--- src/rtl/spi_sample_packer.sv ---
// spi_sample_packer
//   Packs pairs of bytes from the SPI flash read path into 16-bit signed PCM
//   samples and buffers them in a first-word-fall-through FIFO for the I2S side.
//
//   Ports
//     clk, rst        system clock, synchronous active-high reset
//     flush           synchronous clear of assembly state, FIFO and overflow
//     byte_in/valid   incoming byte and one-cycle strobe
//     byte_ready      FIFO has room (based on registered level)
//     sample_out      FIFO head (16'h0000 while empty)
//     sample_valid    FIFO not empty
//     sample_ready    consumer takes head when sample_valid is high
//     fifo_level      occupied entries, 0..FIFO_DEPTH
//     overflow        sticky: a complete sample was dropped
//
//   Configuration macro
//     SPI_SAMPLE_PACKER_BIG_ENDIAN_EN  defined   -> sample = {first, second}
//                                      undefined -> sample = {second, first} (WAV)
module spi_sample_packer #(
   parameter int FIFO_DEPTH = 8
) (
   input  logic                          clk,
   input  logic                          rst,
   input  logic                          flush,
   input  logic [7:0]                    byte_in,
   input  logic                          byte_valid,
   output logic                          byte_ready,
   output logic [15:0]                   sample_out,
   output logic                          sample_valid,
   input  logic                          sample_ready,
   output logic [$clog2(FIFO_DEPTH):0]   fifo_level,
   output logic                          overflow
);

   localparam int AW = $clog2(FIFO_DEPTH);

   typedef enum logic {S_FIRST, S_SECOND} state_t;

   state_t        r_state, w_state_nxt;
   logic [7:0]    r_hold;
   logic [15:0]   r_mem [FIFO_DEPTH];
   logic [AW:0]   r_wptr, r_rptr;
   logic          r_ovf;

   logic [AW:0]   w_level;
   logic          w_full, w_empty;
   logic          w_push_req, w_push, w_pop;
   logic [15:0]   w_sample;

   // Extra pointer bit distinguishes full from empty; the difference is the level.
   assign w_level = r_wptr - r_rptr;
   assign w_full  = (w_level == (AW+1)'(FIFO_DEPTH));
   assign w_empty = (r_wptr == r_rptr);

`ifdef SPI_SAMPLE_PACKER_BIG_ENDIAN_EN
   assign w_sample = {r_hold, byte_in};
`else
   assign w_sample = {byte_in, r_hold};
`endif

   // Room is judged on the registered level only; a same-cycle pop does not help.
   assign w_push = w_push_req & ~w_full;
   assign w_pop  = ~w_empty & sample_ready;

   always_ff @(posedge clk) begin
      if (rst || flush) r_state <= S_FIRST;
      else              r_state <= w_state_nxt;
   end

   always_comb begin
      w_state_nxt = r_state;
      w_push_req  = 1'b0;
      case (r_state)
         S_FIRST:  if (byte_valid) w_state_nxt = S_SECOND;
         S_SECOND: if (byte_valid) begin
            w_push_req  = 1'b1;
            w_state_nxt = S_FIRST;   // returns even if the push is rejected
         end
         default:  w_state_nxt = S_FIRST;
      endcase
   end

   always_ff @(posedge clk) begin
      if (rst || flush) begin
         r_hold <= 8'h00;
         r_wptr <= '0;
         r_rptr <= '0;
         r_ovf  <= 1'b0;
      end else begin
         if (r_state == S_FIRST && byte_valid) r_hold <= byte_in;
         if (w_push)                           r_wptr <= r_wptr + (AW+1)'(1);
         if (w_pop)                            r_rptr <= r_rptr + (AW+1)'(1);
         if (w_push_req && w_full)             r_ovf  <= 1'b1;
      end
   end

   // Storage is not reset; its contents are only visible through the empty mask.
   always_ff @(posedge clk) begin
      if (!rst && !flush && w_push) r_mem[r_wptr[AW-1:0]] <= w_sample;
   end

   assign sample_valid = ~w_empty;
   assign sample_out   = w_empty ? 16'h0000 : r_mem[r_rptr[AW-1:0]];
   assign fifo_level   = w_level;
   assign byte_ready   = ~w_full;
   assign overflow     = r_ovf;

endmodule

--- config.mk ---
export PLATFORM = sky130hd
export DESIGN_NAME = spi_sample_packer
export DESIGN_NICKNAME = d
export VERILOG_FILES = /design/src/rtl/spi_sample_packer.sv
export SDC_FILE = /design/constraint.sdc
export NUM_CORES = 1
export LEC_CHECK = 0
export ABC_AREA = 1
export BUFFER_PORTS_ARGS = -buffer_cell sky130_fd_sc_hd__buf_4
export CORE_ASPECT_RATIO = 1.2
export CORE_MARGIN = 1.5
export CORE_UTILIZATION = 54
export CTS_CLUSTER_DIAMETER = 80
export DETAILED_ROUTE_END_ITERATION = 10
export PLACE_DENSITY_LB_ADDON = 0.2
export SETUP_SLACK_MARGIN = 0.15
export SYNTH_ARGS = -nofsm -noshare
export SYNTH_HDL_FRONTEND = slang
export SYNTH_SLANG_ARGS = --single-unit
--- constraint.sdc ---
create_clock -name clk -period 3.3 [get_ports clk]
set_input_delay 0.165 -clock clk [delete_from_list [all_inputs] [get_ports clk]]
set_output_delay 0.165 -clock clk [all_outputs]
set_load 0.02 [all_outputs]
==> results of run 1 <==
==> metrics by stage <==
step / hold WS (ns) / area [sq um] / util
floorplan: 0.2639 / 6066 / -
finish: 0.01700 / 7046 / 0.6415
CTS: 0.007378 / 7046 / 0.6415
detailed placement: 0.4344 / 6445 / 0.5868
global placement: 0.4291 / 6445 / 0.5868
global route: 0.002294 / 7046 / 0.6415
==> final cells by class <==
class,instances,area [sq um],area share
clock inverters,8,56.30,0.007991
inverters,19,71.32,0.01012
repair buffers,49,370.4,0.05257
clock buffers,24,534.3,0.07583
well taps,132,165.2,0.02344
flip-flops and latches,149,4267,0.6056
multi-input cells,345,1582,0.2245
==> flip-flops by register name, indices dropped and copies added (netlist names), named ones only <==
signal,count
r_hold,8
r_state,1
r_rptr,4
overflow,1
r_wptr,4
r_mem,128
==> cell usage after synthesis <==
cell and count:
buf_4 5, clkbuf_2 3, nand4_1 3, o21ai_0 99, nand3_1 13, nor2_1 145, clkbuf_1 12, inv_1 18
or2_0 1, fa_1 1, inv_2 1, o21ai_1 13, dfxtp_1 21, edfxtp_1 128, nand2_1 41, ha_1 7
nand3_2 1, buf_2 8, a21oi_1 17, buf_6 1, nor2_2 2, xor2_1 2
==> layer usage <==
metal | routed length [microns] | vias up
li1 | - | 1971
met4 | 111 | 0
met2 | 6418 | 115
met3 | 756 | 11
met5 | 0 | -
met1 | 5177 | 1933
==> final timing paths <==
| check | start | endpoint | slack (ns) | cells past startpoint |
|---|---|---|---|---|
| setup / recovery | r_wptr[0]$_SDFFE_PP0P_ | r_mem[2][4]$_DFFE_PP_ | 0.68 | 10 |
| hold / removal | byte_in[0] | r_mem[4][8]$_DFFE_PP_ | 0.02 | 1 |
| setup reg to reg | r_wptr[0]$_SDFFE_PP0P_ | r_mem[2][4]$_DFFE_PP_ | 0.68 | 10 |
| hold reg to reg | overflow$_SDFFE_PP0P_ | overflow$_SDFFE_PP0P_ | 0.46 | 2 |
==> critical path, cell delays in order, from the launching register on <==
cell and delay, ns:
dfxtp_1 0.39, inv_1 0.08, ha_1 0.20, inv_1 0.08, fa_1 0.44, or2_0 0.26
nor2_2 0.15, nand3_2 0.21, nand4_1 0.26, nor2_1 0.07, buf_4 0.21
==> cells by family (layout without fill, tap and decap cells) <==
kind of cell	Yosys count	in the layout	synth area share
simple gates	206	206	0.1337
flops	149	149	0.7030
compound gates	129	129	0.1064
buf+inv	48	100	0.03630
fa+ha+maj	8	8	0.01774
xor+xnor	2	2	0.002888
==> report_power, final <==
part	internal [mW]	leakage, nW	switching, mW
Combinational	0.0341	0.941	0.0669
Clock	1.14	0.299	0.720
Sequential	2.04	1.40	0.0107
Total	3.22	2.63	0.797
==> layout by cell type, fill, tap and decap left out <==
master         netlist  final
nand4_1              3      3
inv_4                0      4
nand3_1             13     13
dfxtp_1             21     19
inv_6                0      2
dfxtp_2              0      2
edfxtp_1           128    128
nand2_1             41     41
clkinv_4             0      1
xor2_1               2      2
clkbuf_16            0     19
ha_1                 7      7
clkbuf_8             0      4
inv_1               18     18
inv_2                1      1
buf_4                5     48
a21oi_1             17     17
clkinv_2             0      1
fa_1                 1      1
nor2_2               2      2
dlygate4sd3_1        0      1
o21ai_1             13     13
or2_0                1      1
clkbuf_1            12      1
o21ai_0             99     99
nor2_1             145    145
nand3_2              1      1
==> timing repair <==
action / in CTS / in global routing
hold buffers: 1 / 0
setup endpoints to repair: 0 / 0
gates resized for setup: 0 / 0
endpoints found under the hold margin: 1 / 0
==> flow_summary.json, run 1 <==
{
  "status": "complete, no violations",
  "worst_setup_path_start_kind": "flop",
  "slew-limit-headroom": 0.3150,
  "grt_pass1_wl_mm": 19.62,
  "drc": 0,
  "syn2layout_area_growth_pct": 16.15,
  "p_leak_nw": 2.635,
  "post_synth_num_cell_types": 22,
  "crit_required_ns": 3.45,
  "vias_in_the_first_global_route": 3932,
  "timing_worst_setup_path_type": "flop to flop",
  "setup_viol": 0,
  "gpl.final_weighted_congestion": 0.7896,
  "ratio_of_cells_with_drive_above_1_in_the_final_layout": 0.1431,
  "synth_area_leader_cell": "edfxtp_1",
  "synthTopCellsByArea": "edfxtp_1 (63%), nor2_1 (9.0%), o21ai_0 (8.2%)",
  "dp_cells": 693,
  "transition_time_at_the_pin_with_the_least_slew_margin_ns": 1.026,
  "final_hold_fails": 0,
  "clk_transition_reported_paths_ns": 0.06,
  "clock_tree_from_tritoncts": "built",
  "crit_path_end_kind": "flop",
  "fillers": 838,
  "synth-seq-area-share": 0.7030,
  "sink_count": 149,
  "grt_overflow": 0,
  "total_of_warnings_raised_by_yosys": 0,
  "first_iter_violations": 221,
  "globalRouteTotalUtil": 0.2226,
  "dp_slack_ns": 0.6979,
  "total_via_count_after_detailed_routing": 4030,
  "die-width_microns": 99.75,
  "avgViaCountPerCell": 5.551,
  "totalNegativeSetupSlack_ns": 0,
  "timing.final.max_slew_violations": 0,
  "critPathArrivalTime_ns": 2.78,
  "clock_tree.htree_level_count": 4,
  "worst_clock_skew_ns": 0.01301,
  "numPortBuffers": 35,
  "row_count": 42,
  "grt_use_met3": 0.05751,
  "period_minus_slack_ns": 2.622,
  "insertion_delay_ns": 0.42,
  "max_freq_mhz": 381.4,
  "initial_utilization": 0.5523,
  "largest_driver_fanout_on_the_critical_path": 16,
  "cell_count_final_fillers_out": 726,
  "grt_start_max_net_pins": 65,
  "grt_setup_unrepaired": "false",
  "antennaDiodeCount": 0,
  "per_cell_routed_wire_length_microns": 17.17,
  "antenna_violations_before_repair": 0,
  "post_synth.cell_area_avg_sq_um": 11.19,
  "cts_buffers": 17,
  "drtAntennaViolNets": 0,
  "met2_usage": 0.3690,
  "drv_cap": 0,
  "design_power_total_mw": 4.012,
  "syn-num-nets": 563,
  "timing.final.crit_share": 0.7945,
  "busiest_layer": "met2",
  "final_nets": 602,
  "vdd_ir_drop_max_mv": 0.3485,
  "hp-class": "primary input to flop",
  "wl_mm": 12.46,
  "post_synth_instance_area_sq_um": 6066,
  "groute.layer.met1.usage": 0.2834,
  "core_area_sq_um": 10980,
  "root_buffer": "clkbuf_16",
  "clock_tree.buffer_depth": 2,
  "drtPass1Iterations": 5,
  "synth.ff_latch_count": 149,
  "die-area_sq_um": 11880,
  "postLayoutSetupSlackWorst_ns": 0.6781,
  "boundaryPins": 36,
  "synthDominantCellAreaShare": 0.6337,
  "power_density_nw_per_um2": 569.5,
  "die_h_microns": 119.1,
  "dp_hpwl_mm": 7.728,
  "cts.repair_timing.setup_buffer_count": 0,
  "syn_inst": 542
}
(Power assumes the default switching activity.)
==> inputs of run 2 (changes only) <==
clock period = 2.6 ns   (was 3.3 ns; I/O delays follow)
==> flow_summary.json, run 2 (synthesis results as in run 1) <==
{
  "grt_pass1_wl_mm": 20.53,
  "total_via_count_after_detailed_routing": 4187,
  "worst_hold_path.num_cells": 3,
  "clock_tree.htree_level_count": 4,
  "reg2reg_to": "r_mem[6][7]$_DFFE_PP_",
  "drtAntennaViolNets": 0,
  "clock_tree_from_tritoncts": "built",
  "cts_buffers": 17,
  "core_area_sq_um": 10980,
  "worst_setup_path_start_kind": "flop",
  "highest_layer": "met4",
  "layout.cells.most_common": "nor2_1",
  "antenna_violations_before_repair": 0,
  "mostFrequentLayoutCells": "nor2_1 (137), edfxtp_1 (128), o21ai_0 (99), buf_4 (47), nand2_1 (41)",
  "grt_overflow": 0,
  "crit_required_ns": 2.73,
  "gpl.final_weighted_congestion": 0.8260,
  "timing_worst_setup_path_type": "flop to flop",
  "power_density_nw_per_um2": 692.1,
  "insertion_delay_ns": 0.42,
  "placed_cell_area_sq_um": 6628,
  "met2_layer_wire_length_in_the_routed_design_mm": 6.761,
  "ratio_of_cells_with_drive_above_1_in_the_final_layout": 0.1817,
  "die-width_microns": 99.75,
  "root_buffer": "clkbuf_16",
  "drc": 0,
  "design_power_total_mw": 5.124,
  "period_minus_slack_ns": 2.379,
  "crit_path_end_kind": "flop",
  "avgViaCountPerCell": 5.635,
  "numPortBuffers": 35,
  "p_leak_nw": 2.729,
  "drv_cap": 0,
  "grt_start_max_net_pins": 65,
  "globalRouteTotalUtil": 0.2313,
  "setup_viol": 0,
  "boundaryPins": 36,
  "wl_mm": 13.26,
  "hp-class": "primary input to flop",
  "drtPass1Iterations": 7,
  "worst_hold_startpoint": "byte_valid",
  "worst-path-buf-inv": 5,
  "slew-limit-headroom": 0.6160,
  "critical-path-max-stage-delay_ns": 0.53,
  "largest_reg_flops": 128,
  "crit_top_cell": "buf_6",
  "vdd_ir_drop_max_mv": 0.4554,
  "ff2ff_setup_slack_ns": 0.22,
  "row_count": 42,
  "worst_path_max_delay_cell": "fa_2",
  "postLayoutCoreUtil": 0.6741,
  "clock_tree.buffer_depth": 2,
  "die-area_sq_um": 11880,
  "rr_startpoint": "r_wptr[0]$_SDFFE_PP0P_",
  "timing.final.crit_share": 0.9149,
  "dp_hpwl_mm": 8.139,
  "worst_clock_skew_ns": 0.009145,
  "final_hold_fails": 0,
  "first_iter_violations": 338,
  "timing.critical_path.cells": "inv_4 -> ha_4 -> inv_2 -> fa_2 -> or2_1 -> nor2_2 -> nand3_2 -> buf_6 -> nand4_1 -> buf_6 -> nor2_4 -> clkbuf_16",
  "hold-path-endpoint": "r_state$_SDFF_PP0_",
  "clk_transition_reported_paths_ns": 0.06,
  "syn2layout_area_growth_pct": 22.05,
  "totalNegativeSetupSlack_ns": 0,
  "worstRegToRegCells": 12,
  "timing.final.max_slew_violations": 0,
  "met1_wire_length_mm": 5.581,
  "critPathArrivalTime_ns": 2.51,
  "largest_driver_fanout_on_the_critical_path": 8,
  "grt_setup_unrepaired": "true",
  "status": "complete, no violations",
  "final_nets": 619,
  "wl_met3_microns": 631,
  "per_cell_routed_wire_length_microns": 17.84,
  "antennaDiodeCount": 0,
  "critPathTopFamily": "adder cells",
  "initial_utilization": 0.5523,
  "vias_in_the_first_global_route": 4031,
  "sink_count": 149,
  "die_h_microns": 119.1,
  "transition_time_at_the_pin_with_the_least_slew_margin_ns": 0.5754,
  "max_freq_mhz": 420.4,
  "timing.critical_path.from": "r_wptr[0]$_SDFFE_PP0P_",
  "finalInstanceArea_sq_um": 7403
}
## run 2: worst max-delay path by stage
stage / cells past startpoint / end
floorplan: 10 / r_mem[1][0]$_DFFE_PP_
global placement: 11 / r_mem[5][0]$_DFFE_PP_
detailed placement: 10 / r_mem[5][2]$_DFFE_PP_
CTS: 9 / byte_ready
global route: 12 / r_mem[6][7]$_DFFE_PP_
finish: 12 / r_mem[6][7]$_DFFE_PP_
## run 2: stage by stage
| step | hold slack, ns | worst slack (ns) | instances |
|---|---|---|---|
| 2_1_floorplan | 0.2289 | 0.04103 | 542 |
| 4_1_cts | 0.001202 | 0.1838 | 736 |
| 3_5_place_dp | 0.4008 | 0.04578 | 697 |
| 5_1_grt | 0.002774 | 0.1279 | 743 |
| 3_3_place_gp | 0.3884 | 0.1024 | 697 |
| 6_report | 0.004047 | 0.2214 | 743 |
## run 2: power by group
group / leakage (nW) / internal (mW) / total (mW) / switching, mW
sequential: 1.40 / 2.59 / 2.60 / 0.0130
clock: 0.272 / 1.46 / 2.38 / 0.917
combinational: 1.06 / 0.0537 / 0.144 / 0.0904
total: 2.73 / 4.10 / 5.12 / 1.02
## run 2: what timing repair did
action                     4_1_cts  5_1_grt
pin swaps                        0        3
hold endpoints to repair        40        0
gates resized for setup          1       10
hold buffers                     5        0
setup buffers                    2        5
cloned                           0        2
setup endpoints to repair      128      113
## run 2: worst register-to-register path, stage by stage (launching register included)
cell	delay [ns]
dfxtp_4	0.36
inv_4	0.06
ha_4	0.12
inv_2	0.04
fa_2	0.53
or2_1	0.12
nor2_2	0.05
nand3_2	0.08
buf_6	0.12
nand4_1	0.10
buf_6	0.17
nor2_4	0.17
clkbuf_16	0.19
## run 2: cell type report
| class | count | area [sq um] |
|---|---|---|
| fillers | 760 | 3580 |
| clock buffers | 20 | 456.7 |
| multi-input cells | 345 | 1647 |
| flip-flops and latches | 149 | 4274 |
| repair buffers | 66 | 658.1 |
| inverters | 19 | 73.82 |
| clock inverters | 12 | 128.9 |
| well taps | 132 | 165.2 |
## run 2: per-layer routing
metal	vias to the layer above	track usage
li1	1997	-
met1	2037	0.3037
met2	132	0.3818
met3	21	0.04988
met4	0	0.08011
met5	-	0
==> inputs of run 3 (changes only) <==
CORE_UTILIZATION = 45   (was 54)
==> flow_summary.json, run 3 (synthesis results as in run 1) <==
{
  "status": "complete, no violations",
  "share_comb_of_total_power": 0.028,
  "antenna_violations_before_repair": 0,
  "avgViaCountPerCell": 5.250,
  "grt_start_max_net_pins": 65,
  "total_via_count_after_detailed_routing": 4116,
  "worstRegToRegCells": 12,
  "worst_setup_path_start_kind": "flop",
  "clk_transition_reported_paths_ns": 0.06,
  "postLayoutCoreUtil": 0.5679,
  "grt_setup_unrepaired": "true",
  "drtAntennaViolNets": 0,
  "clock_tree_from_tritoncts": "built",
  "switching_share": 0.1908,
  "cts_buffers": 17,
  "boundaryPins": 36,
  "period_minus_slack_ns": 2.360,
  "max_freq_mhz": 423.7,
  "setup_viol": 0,
  "power_density_nw_per_um2": 699.5,
  "internal_power_mw": 4.237,
  "critPathArrivalTime_ns": 2.49,
  "dp_cells": 738,
  "globalRouteTotalUtil": 0.2071,
  "worst_clock_skew_ns": 0.009423,
  "share_clk_of_total_power": 0.474,
  "hp-class": "primary input to flop",
  "first_iter_violations": 310,
  "drtPass1Iterations": 5,
  "dp_hpwl_mm": 8.510,
  "die_h_microns": 130.2,
  "die-area_sq_um": 14190,
  "cell_count_final_fillers_out": 784,
  "worst_hold_path.num_cells": 3,
  "wl_mm": 13.79,
  "timing.final.crit_share": 0.9077,
  "vias_in_the_first_global_route": 3955,
  "core_area_sq_um": 13180,
  "initial_utilization": 0.4602,
  "design_power_total_mw": 5.235,
  "mostFrequentLayoutCells": "nor2_1 (137), edfxtp_1 (128), o21ai_0 (99), buf_4 (51), nand2_1 (41)",
  "vdd_ir_drop_max_mv": 0.3756,
  "final_hold_fails": 0,
  "numPortBuffers": 35,
  "largest_reg_flops": 128,
  "drv_cap": 0,
  "gpl.final_weighted_congestion": 0.7814,
  "slew-limit-headroom": 0.5854,
  "row_count": 46,
  "layout.cells.most_common": "nor2_1",
  "clock_tree.htree_level_count": 4,
  "clock_tree.buffer_depth": 2,
  "per_cell_routed_wire_length_microns": 17.59,
  "crit_required_ns": 2.73,
  "drc": 0,
  "syn2layout_area_growth_pct": 23.39,
  "antennaDiodeCount": 0,
  "timing.final.max_slew_violations": 0,
  "transition_time_at_the_pin_with_the_least_slew_margin_ns": 0.6213,
  "largest_driver_fanout_on_the_critical_path": 8,
  "totalNegativeSetupSlack_ns": 0,
  "timing_worst_setup_path_type": "flop to flop",
  "crit_path_end_kind": "flop",
  "hold_ws_ns": 0.02953,
  "power_frac_seq": 0.498,
  "netSwitchingPower_uw": 998.7,
  "grt_overflow": 0,
  "root_buffer": "clkbuf_16",
  "grt_pass1_wl_mm": 21.03,
  "insertion_delay_ns": 0.42,
  "die-width_microns": 109.0,
  "sink_count": 149,
  "final_nets": 625,
  "ratio_of_cells_with_drive_above_1_in_the_final_layout": 0.1786,
  "p_leak_nw": 2.764
}
## run 3: per-stage QoR
stage / setup WS, ns / area (sq um)
CTS: 0.1658 / 7400
global placement: 0.07398 / 6698
global route: 0.1272 / 7485
floorplan: 0.04103 / 6118
finish: 0.2401 / 7485
detailed placement: -0.02369 / 6698
## run 3: area by class of cell
type,count,area (sq um)
Inverter,19,71.32
Timing Repair Buffer,72,683.2
Tap cell,168,210.2
Multi-Input combinational cell,345,1650
Fill cell,1091,5695
Clock buffer,20,436.7
Sequential cell,149,4274
Clock inverter,11,158.9
## run 3: worst paths after layout
| path | start | endpoint | slack (ns) |
|---|---|---|---|
| setup / recovery | r_wptr[0]$_SDFFE_PP0P_ | r_mem[2][10]$_DFFE_PP_ | 0.24 |
| hold / removal | sample_ready | r_rptr[3]$_SDFFE_PP0P_ | 0.03 |
| hold reg to reg | overflow$_SDFFE_PP0P_ | overflow$_SDFFE_PP0P_ | 0.47 |
| setup reg to reg | r_wptr[0]$_SDFFE_PP0P_ | r_mem[2][10]$_DFFE_PP_ | 0.24 |
## run 3: what timing repair did
item	CTS	global route
pin swaps	1	4
setup buffers	1	4
gates resized for setup	2	8
setup endpoints to repair	80	114
endpoints found under the hold margin	63	0
hold buffers	9	0
gates cloned	0	1
## run 3: worst max-delay path, cell delays in order (launching register included)
cell and delay (ns):
dfxtp_2 0.32, inv_2 0.06, ha_4 0.12, inv_2 0.04
fa_2 0.53, or2_0 0.13, nor2_2 0.05, nand3_2 0.07
buf_6 0.12, nand4_1 0.09, buf_6 0.17, nor2_4 0.18
clkbuf_16 0.19
## run 3: power groups by stage
stage                     Sequential (mW)  Combinational [mW]  Clock (mW)
after floorplan                      2.65              0.0657           0
after global placement               2.66               0.134           0
after detailed placement             2.66               0.135           0
after CTS                            2.61               0.147        2.51
after global routing                 2.61               0.164        2.62
final                                2.61               0.149        2.48
## run 3: routing by layer
metal  vias up  GRT usage  part of all wire
met4         0    0.06192             0.017
met1      2007     0.2570              0.44
li1       2004          -                 -
met3        19    0.05744             0.039
met5         -          0                 0
met2        86     0.3522              0.51
